File: config.mk
export PLATFORM = sky130hd
export DESIGN_NAME = ex_mem_stage
export DESIGN_NICKNAME = d
export VERILOG_FILES = /design/src/rtl/ex_mem_pkg.sv /design/src/rtl/ex_mem_slot.sv /design/src/rtl/ex_mem_stage.sv
export SDC_FILE = /design/constraint.sdc
export NUM_CORES = 1
export LEC_CHECK = 0
export ABC_AREA = 1
export BUFFER_PORTS_ARGS = -buffer_cell sky130_fd_sc_hd__clkbuf_2
export CAP_MARGIN = 20
export CORE_UTILIZATION = 53
export DETAILED_ROUTE_END_ITERATION = 16
export GPL_TIMING_DRIVEN = 0
export PLACE_DENSITY = 0.84
export RECOVER_POWER = 100
export SETUP_SLACK_MARGIN = 0.4
export SYNTH_ARGS = -nofsm -noshare
export SYNTH_HDL_FRONTEND = slang
export SYNTH_SLANG_ARGS = --single-unit
File: constraint.sdc
create_clock -name clk -period 2 [get_ports clk]
set_input_delay 0.2 -clock clk [delete_from_list [all_inputs] [get_ports clk]]
set_output_delay 0.2 -clock clk [all_outputs]
set_load 0.1 [all_outputs]
File: src/rtl/ex_mem_pkg.sv
// Shared types and default widths for the EX/MEM boundary stage.
package ex_mem_pkg;

  localparam int unsigned DATA_W_DEF     = 32;
  localparam int unsigned REG_ADDR_W_DEF = 5;

  typedef enum logic [1:0] {
    StEmpty = 2'd0,
    StOne   = 2'd1,
    StTwo   = 2'd2
  } state_e;

  typedef struct packed {
    logic [DATA_W_DEF-1:0]     alu_out;
    logic [DATA_W_DEF-1:0]     store_data;
    logic [REG_ADDR_W_DEF-1:0] dest_reg;
    logic                      mem_read;
    logic                      mem_write;
    logic                      reg_write;
    logic                      mem_to_reg;
  } entry_t;

endpackage

File: src/rtl/ex_mem_slot.sv
// Single-entry register with load and synchronous clear; clear wins over load.
module ex_mem_slot #(
  parameter int unsigned W = 1
) (
  input  logic         clk,
  input  logic         reset_n,
  input  logic         load,
  input  logic         clear,
  input  logic [W-1:0] d,
  output logic [W-1:0] q
);

  always_ff @(posedge clk or negedge reset_n) begin
    if (!reset_n) begin
      q <= '0;
    end else if (clear) begin
      q <= '0;
    end else if (load) begin
      q <= d;
    end
  end

endmodule

File: src/rtl/ex_mem_stage.sv
// EX/MEM stage: 2-entry skid buffer (head + skid), branch resolution and redirect.
// Define EX_MEM_FWD_EN to drive the fwd_* outputs from the head entry.
module ex_mem_stage
  import ex_mem_pkg::*;
#(
  parameter int unsigned DATA_W     = DATA_W_DEF,
  parameter int unsigned REG_ADDR_W = REG_ADDR_W_DEF
) (
  input  logic                  clk,
  input  logic                  reset_n,
  input  logic                  ex_valid,
  output logic                  ex_ready,
  input  logic [DATA_W-1:0]     ex_alu_out,
  input  logic                  ex_zero,
  input  logic [DATA_W-1:0]     ex_store_data,
  input  logic [REG_ADDR_W-1:0] ex_dest_reg,
  input  logic [DATA_W-1:0]     ex_pc_plus4,
  input  logic [DATA_W-1:0]     ex_imm,
  input  logic                  ex_is_branch,
  input  logic                  ex_mem_read,
  input  logic                  ex_mem_write,
  input  logic                  ex_reg_write,
  input  logic                  ex_mem_to_reg,
  input  logic                  flush,
  output logic                  mem_valid,
  input  logic                  mem_ready,
  output logic [DATA_W-1:0]     mem_alu_out,
  output logic [DATA_W-1:0]     mem_store_data,
  output logic [REG_ADDR_W-1:0] mem_dest_reg,
  output logic                  mem_mem_read,
  output logic                  mem_mem_write,
  output logic                  mem_reg_write,
  output logic                  mem_mem_to_reg,
  output logic                  branch_taken,
  output logic [DATA_W-1:0]     branch_target,
  output logic                  fwd_valid,
  output logic [REG_ADDR_W-1:0] fwd_reg,
  output logic [DATA_W-1:0]     fwd_data
);

  localparam int unsigned EntryW = 2 * DATA_W + REG_ADDR_W + 4;

  state_e              state_q, state_d;
  logic                ex_ready_q, mem_valid_q;
  logic                branch_taken_q;
  logic [DATA_W-1:0]   branch_target_q;
  logic                accept, pop, enq, taken_d;
  logic                head_load, head_clear, skid_load, skid_clear;
  logic [EntryW-1:0]   ex_entry, head_d, head_q, skid_q;
  logic [DATA_W-1:0]   target_d;

  assign accept   = ex_valid & ex_ready_q & ~flush;
  assign pop      = mem_valid_q & mem_ready;
  // Branches are consumed here and never reach MEM.
  assign enq      = accept & ~ex_is_branch;
  assign taken_d  = accept & ex_is_branch & ex_zero;
  assign target_d = ex_pc_plus4 + (ex_imm << 2);

  assign ex_entry = {ex_alu_out, ex_store_data, ex_dest_reg,
                     ex_mem_read, ex_mem_write, ex_reg_write, ex_mem_to_reg};

  always_comb begin
    state_d    = state_q;
    head_d     = ex_entry;
    head_load  = 1'b0;
    head_clear = 1'b0;
    skid_load  = 1'b0;
    skid_clear = 1'b0;
    unique case (state_q)
      StEmpty: begin
        if (enq) begin
          state_d   = StOne;
          head_load = 1'b1;
        end
      end
      StOne: begin
        if (enq && !pop) begin
          state_d   = StTwo;
          skid_load = 1'b1;
        end else if (enq && pop) begin
          head_load = 1'b1;
        end else if (pop) begin
          state_d    = StEmpty;
          head_clear = 1'b1;
        end
      end
      StTwo: begin
        if (pop) begin
          state_d    = StOne;
          head_d     = skid_q;
          head_load  = 1'b1;
          skid_clear = 1'b1;
        end
      end
      default: begin
        state_d    = StEmpty;
        head_clear = 1'b1;
        skid_clear = 1'b1;
      end
    endcase
    // Flush overrides everything; any same-cycle pop has already been taken by MEM.
    if (flush) begin
      state_d    = StEmpty;
      head_load  = 1'b0;
      skid_load  = 1'b0;
      head_clear = 1'b1;
      skid_clear = 1'b1;
    end
  end

  always_ff @(posedge clk or negedge reset_n) begin
    if (!reset_n) begin
      state_q         <= StEmpty;
      ex_ready_q      <= 1'b1;
      mem_valid_q     <= 1'b0;
      branch_taken_q  <= 1'b0;
      branch_target_q <= '0;
    end else begin
      state_q        <= state_d;
      ex_ready_q     <= (state_d != StTwo);
      mem_valid_q    <= (state_d != StEmpty);
      branch_taken_q <= taken_d;
      if (taken_d) begin
        branch_target_q <= target_d;
      end
    end
  end

  ex_mem_slot #(
    .W (EntryW)
  ) u_head (
    .clk     (clk),
    .reset_n (reset_n),
    .load    (head_load),
    .clear   (head_clear),
    .d       (head_d),
    .q       (head_q)
  );

  ex_mem_slot #(
    .W (EntryW)
  ) u_skid (
    .clk     (clk),
    .reset_n (reset_n),
    .load    (skid_load),
    .clear   (skid_clear),
    .d       (ex_entry),
    .q       (skid_q)
  );

  assign ex_ready      = ex_ready_q;
  assign mem_valid     = mem_valid_q;
  assign branch_taken  = branch_taken_q;
  assign branch_target = branch_target_q;
  assign {mem_alu_out, mem_store_data, mem_dest_reg,
          mem_mem_read, mem_mem_write, mem_reg_write, mem_mem_to_reg} = head_q;

`ifdef EX_MEM_FWD_EN
  assign fwd_valid = mem_valid_q & mem_reg_write & ~mem_mem_to_reg & (mem_dest_reg != '0);
  assign fwd_reg   = mem_dest_reg;
  assign fwd_data  = mem_alu_out;
`else
  assign fwd_valid = 1'b0;
  assign fwd_reg   = '0;
  assign fwd_data  = '0;
`endif

endmodule

==> impl_metrics.toml <==
[min_path]
min_path_type = "in2reg"
whs_endpoint = "u_skid.q[25]"
worstHoldPathCells = 3
worstHoldStart = "ex_store_data[16]"

[cells_and_area]
layout.nets = 1862
area_growth_pct = 31.2
fillCellCount = 1420
drive_above_1_share = 0.283
finalInstanceArea_um2 = 13400
final_cell_count_no_fill = 1937

[placed_design]
dpl_cell_area_um2 = 12000
place_inst = 1873
port-buffer-count = 249
globalplace.congestion = 0.919
place_hpwl_um = 20800
dp_slack_ns = -0.0292

[global_routing]
grt_max_degree = 112
antenna_found_initial = 2
grt_pass1_wl_um = 44900
grt_pass1_vias = 9243
overflow = 0
track_usage = 0.286

[synthesis]
synth_top_area_share = 0.446
synth_ff_type = "dfrtp_1"
ys_ff_latch = 183
yosys-top-cells-count = "nand2_1, dfrtp_1, o21ai_0"
synth_cells = 1352
synth_area_um2 = 10200
yosysMostFrequentCell = "nand2_1"
synth.largest_area_cell = "dfrtp_1"
ys_seq_area_frac = 0.449
synth_cell_types = 32
syn_area_per_cell_um2 = 7.55
async_flop_share = 1.00
synth_edf_count = 0
yosys_warnings = 0
ys_top_cells_by_area = "dfrtp_1, nand2_1, o21ai_0"

[sta]
whs_ns = 0.0187
min_period_ns = 1.90
rsz0062_at_grt = "true"
fin_ws_ns = 0.0967
finalCritPeriodShare = 0.952
fin_setup_tns_ns = 0
clock-skew-final_ns = 0.0139
final_hold_viol_count = 0
worst_slew_pin_slew_ns = 1.01
fmax_ghz = 0.525
timing.final.max_slew_violations = 0
setup_viol = 0
relSlewSlack = 0.324

[outcome]
status = "completed"

[clock_tree]
clk_path_buf_depth = 2
tritoncts = "yes"
cts_made_buffers = 17
clk_latency_ns = 0.43
cts.clk_slew.worst_paths_ns = 0.08
cts.sinks = 183
cts-htree-levels = 4
clockRootBuffer = "clkbuf_16"

[critical_path]
r2r-start = "ex_ready"
crit_fanout = 6
regToRegSetupSlack_ns = 0.1
r2r_end = "u_head.q[20]"
cp.required_ns = 2.30
reg2reg_depth = 10
worstSetupPathType = "reg2reg"
end_kind = "flop"
critPathLaunchType = "flop"
cp.arrival_ns = 2.21

[floorplanning]
die_height_um = 141
core_area_um2 = 18800
ios = 290
start_util = 0.544
dieArea_um2 = 19800
die_x_um = 141
num_rows = 50

[pwr]
p_leak_nw = 7.53
vdd_drop_max_v = 0.000753
power_density_nw_per_um2 = 842

[detailed_routing]
drtPass1Iterations = 5
wire_per_inst_um = 15.4
first_iter_violations = 763
drc = 0
finalWirelength_um = 29800
ant_nets = 0
num_vias = 10300
vias_per_cell = 5.31

[job]
maxCapViolCount = 0
==> routing by layer <==
metal  routed length, um  up-vias  GRT usage  share of wire
met2               14800      476      0.480           0.50
met1               11800     4752      0.366           0.40
met4                1260        0      0.137          0.042
met3                1890       83     0.0401          0.064
met5                   0        -          0              0
li1                    -     4974          -              -
==> what timing repair did <==
| action | in CTS | in global routing |
|---|---|---|
| resized for setup | 73 | 169 |
| setup buffers | 6 | 7 |
| setup endpoints to repair | 169 | 184 |
| hold buffers | 4 | 1 |
| hold endpoints to repair | 76 | 1 |
| cloned | 3 | 9 |
| pin swaps | 9 | 12 |
==> final cells by class <==
type / instances / area (um^2) / share of cell area
clock inverters: 15 / 201 / 0.0150
repair buffers: 279 / 1630 / 0.122
flip-flops and latches: 183 / 4590 / 0.343
inverters: 174 / 659 / 0.0492
plain buffers: 106 / 786 / 0.0587
multi-input cells: 927 / 4810 / 0.359
well taps: 234 / 293 / 0.0219
clock buffers: 17 / 425 / 0.0318
diodes: 2 / 5.00 / 0.000374
==> power breakdown <==
group,switching [mW],internal [mW],total [mW]
Clock,1.64,1.92,3.56
Sequential,0.155,3.93,4.08
Combinational,2.89,0.747,3.63
Total,4.68,6.60,11.3
==> layout by cell type, fill, tap and decap left out, types with 2 or more instances in the layout <==
cell             n
o21bai_1         3
clkbuf_4        11
buf_4           50
nor2_1          46
inv_2            3
clkinv_8         3
clkbuf_16       22
diode_2          2
nand3b_1         5
nand3_1        146
nor2_4           4
buf_8            5
buf_2           10
nand2_4          2
and2_1           2
nand2_2          5
o21ai_0        192
conb_1          38
a21oi_1         23
nand4_1          3
inv_8            2
clkbuf_2       275
o21ai_1         35
inv_1          169
ha_1            29
nand3_4          5
buf_12           6
bufinv_16        2
inv_6            7
dfrtp_1        181
nand3_2         39
clkinv_4         2
nand2_1        320
dlygate4sd3_1    5
buf_6            9
o21ai_2         10
xnor2_1         12
clkbuf_1         8
==> how the worst max path moves through the flow <==
stage          startpoint            to  slack (ns)
2_1_floorplan    ex_ready  u_head.q[18]        0.09
3_5_place_dp     ex_ready  u_head.q[65]       -0.03
4_1_cts          ex_ready  u_head.q[16]        0.15
6_report         ex_ready  u_head.q[20]         0.1
5_1_grt          ex_ready  u_head.q[20]        0.06
3_3_place_gp      reset_n     mem_valid       -3.22
==> sequential cells by signal, indices dropped and copies added, names as in the netlist <==
signal	count
ex_ready	1
branch_target	32
u_skid.q	73
mem_valid	1
state_q	2
u_head.q	73
branch_taken	1
==> worst max-delay path, cell delays in order, from the launching register on <==
cell and delay [ns]:
dfstp_4 0.63, nand3_4 0.07, nor2_4 0.10, nand2_1 0.07, a21oi_2 0.12, nand2_1 0.14
buf_6 0.19, clkbuf_16 0.17, buf_12 0.14, nand3_1 0.09, o21ai_2 0.07
==> stage by stage <==
step                total power, mW  utilization
floorplan                      6.88            -
global placement               7.58        0.636
detailed placement             7.62        0.638
CTS                            11.2        0.690
global route                   11.7        0.713
finish                         11.3        0.714
==> cell families after synthesis <==
family / Yosys count / share of synthesized area
other: 1 / 0.000367
adder cells (fa/ha/maj): 30 / 0.0375
AND/OR/NAND/NOR: 579 / 0.246
AO/OA/AOI/OAI: 266 / 0.132
flip-flops: 183 / 0.449
XOR/XNOR: 13 / 0.0112
buffers and inverters: 280 / 0.124
Power figures use the tool's default switching activity.
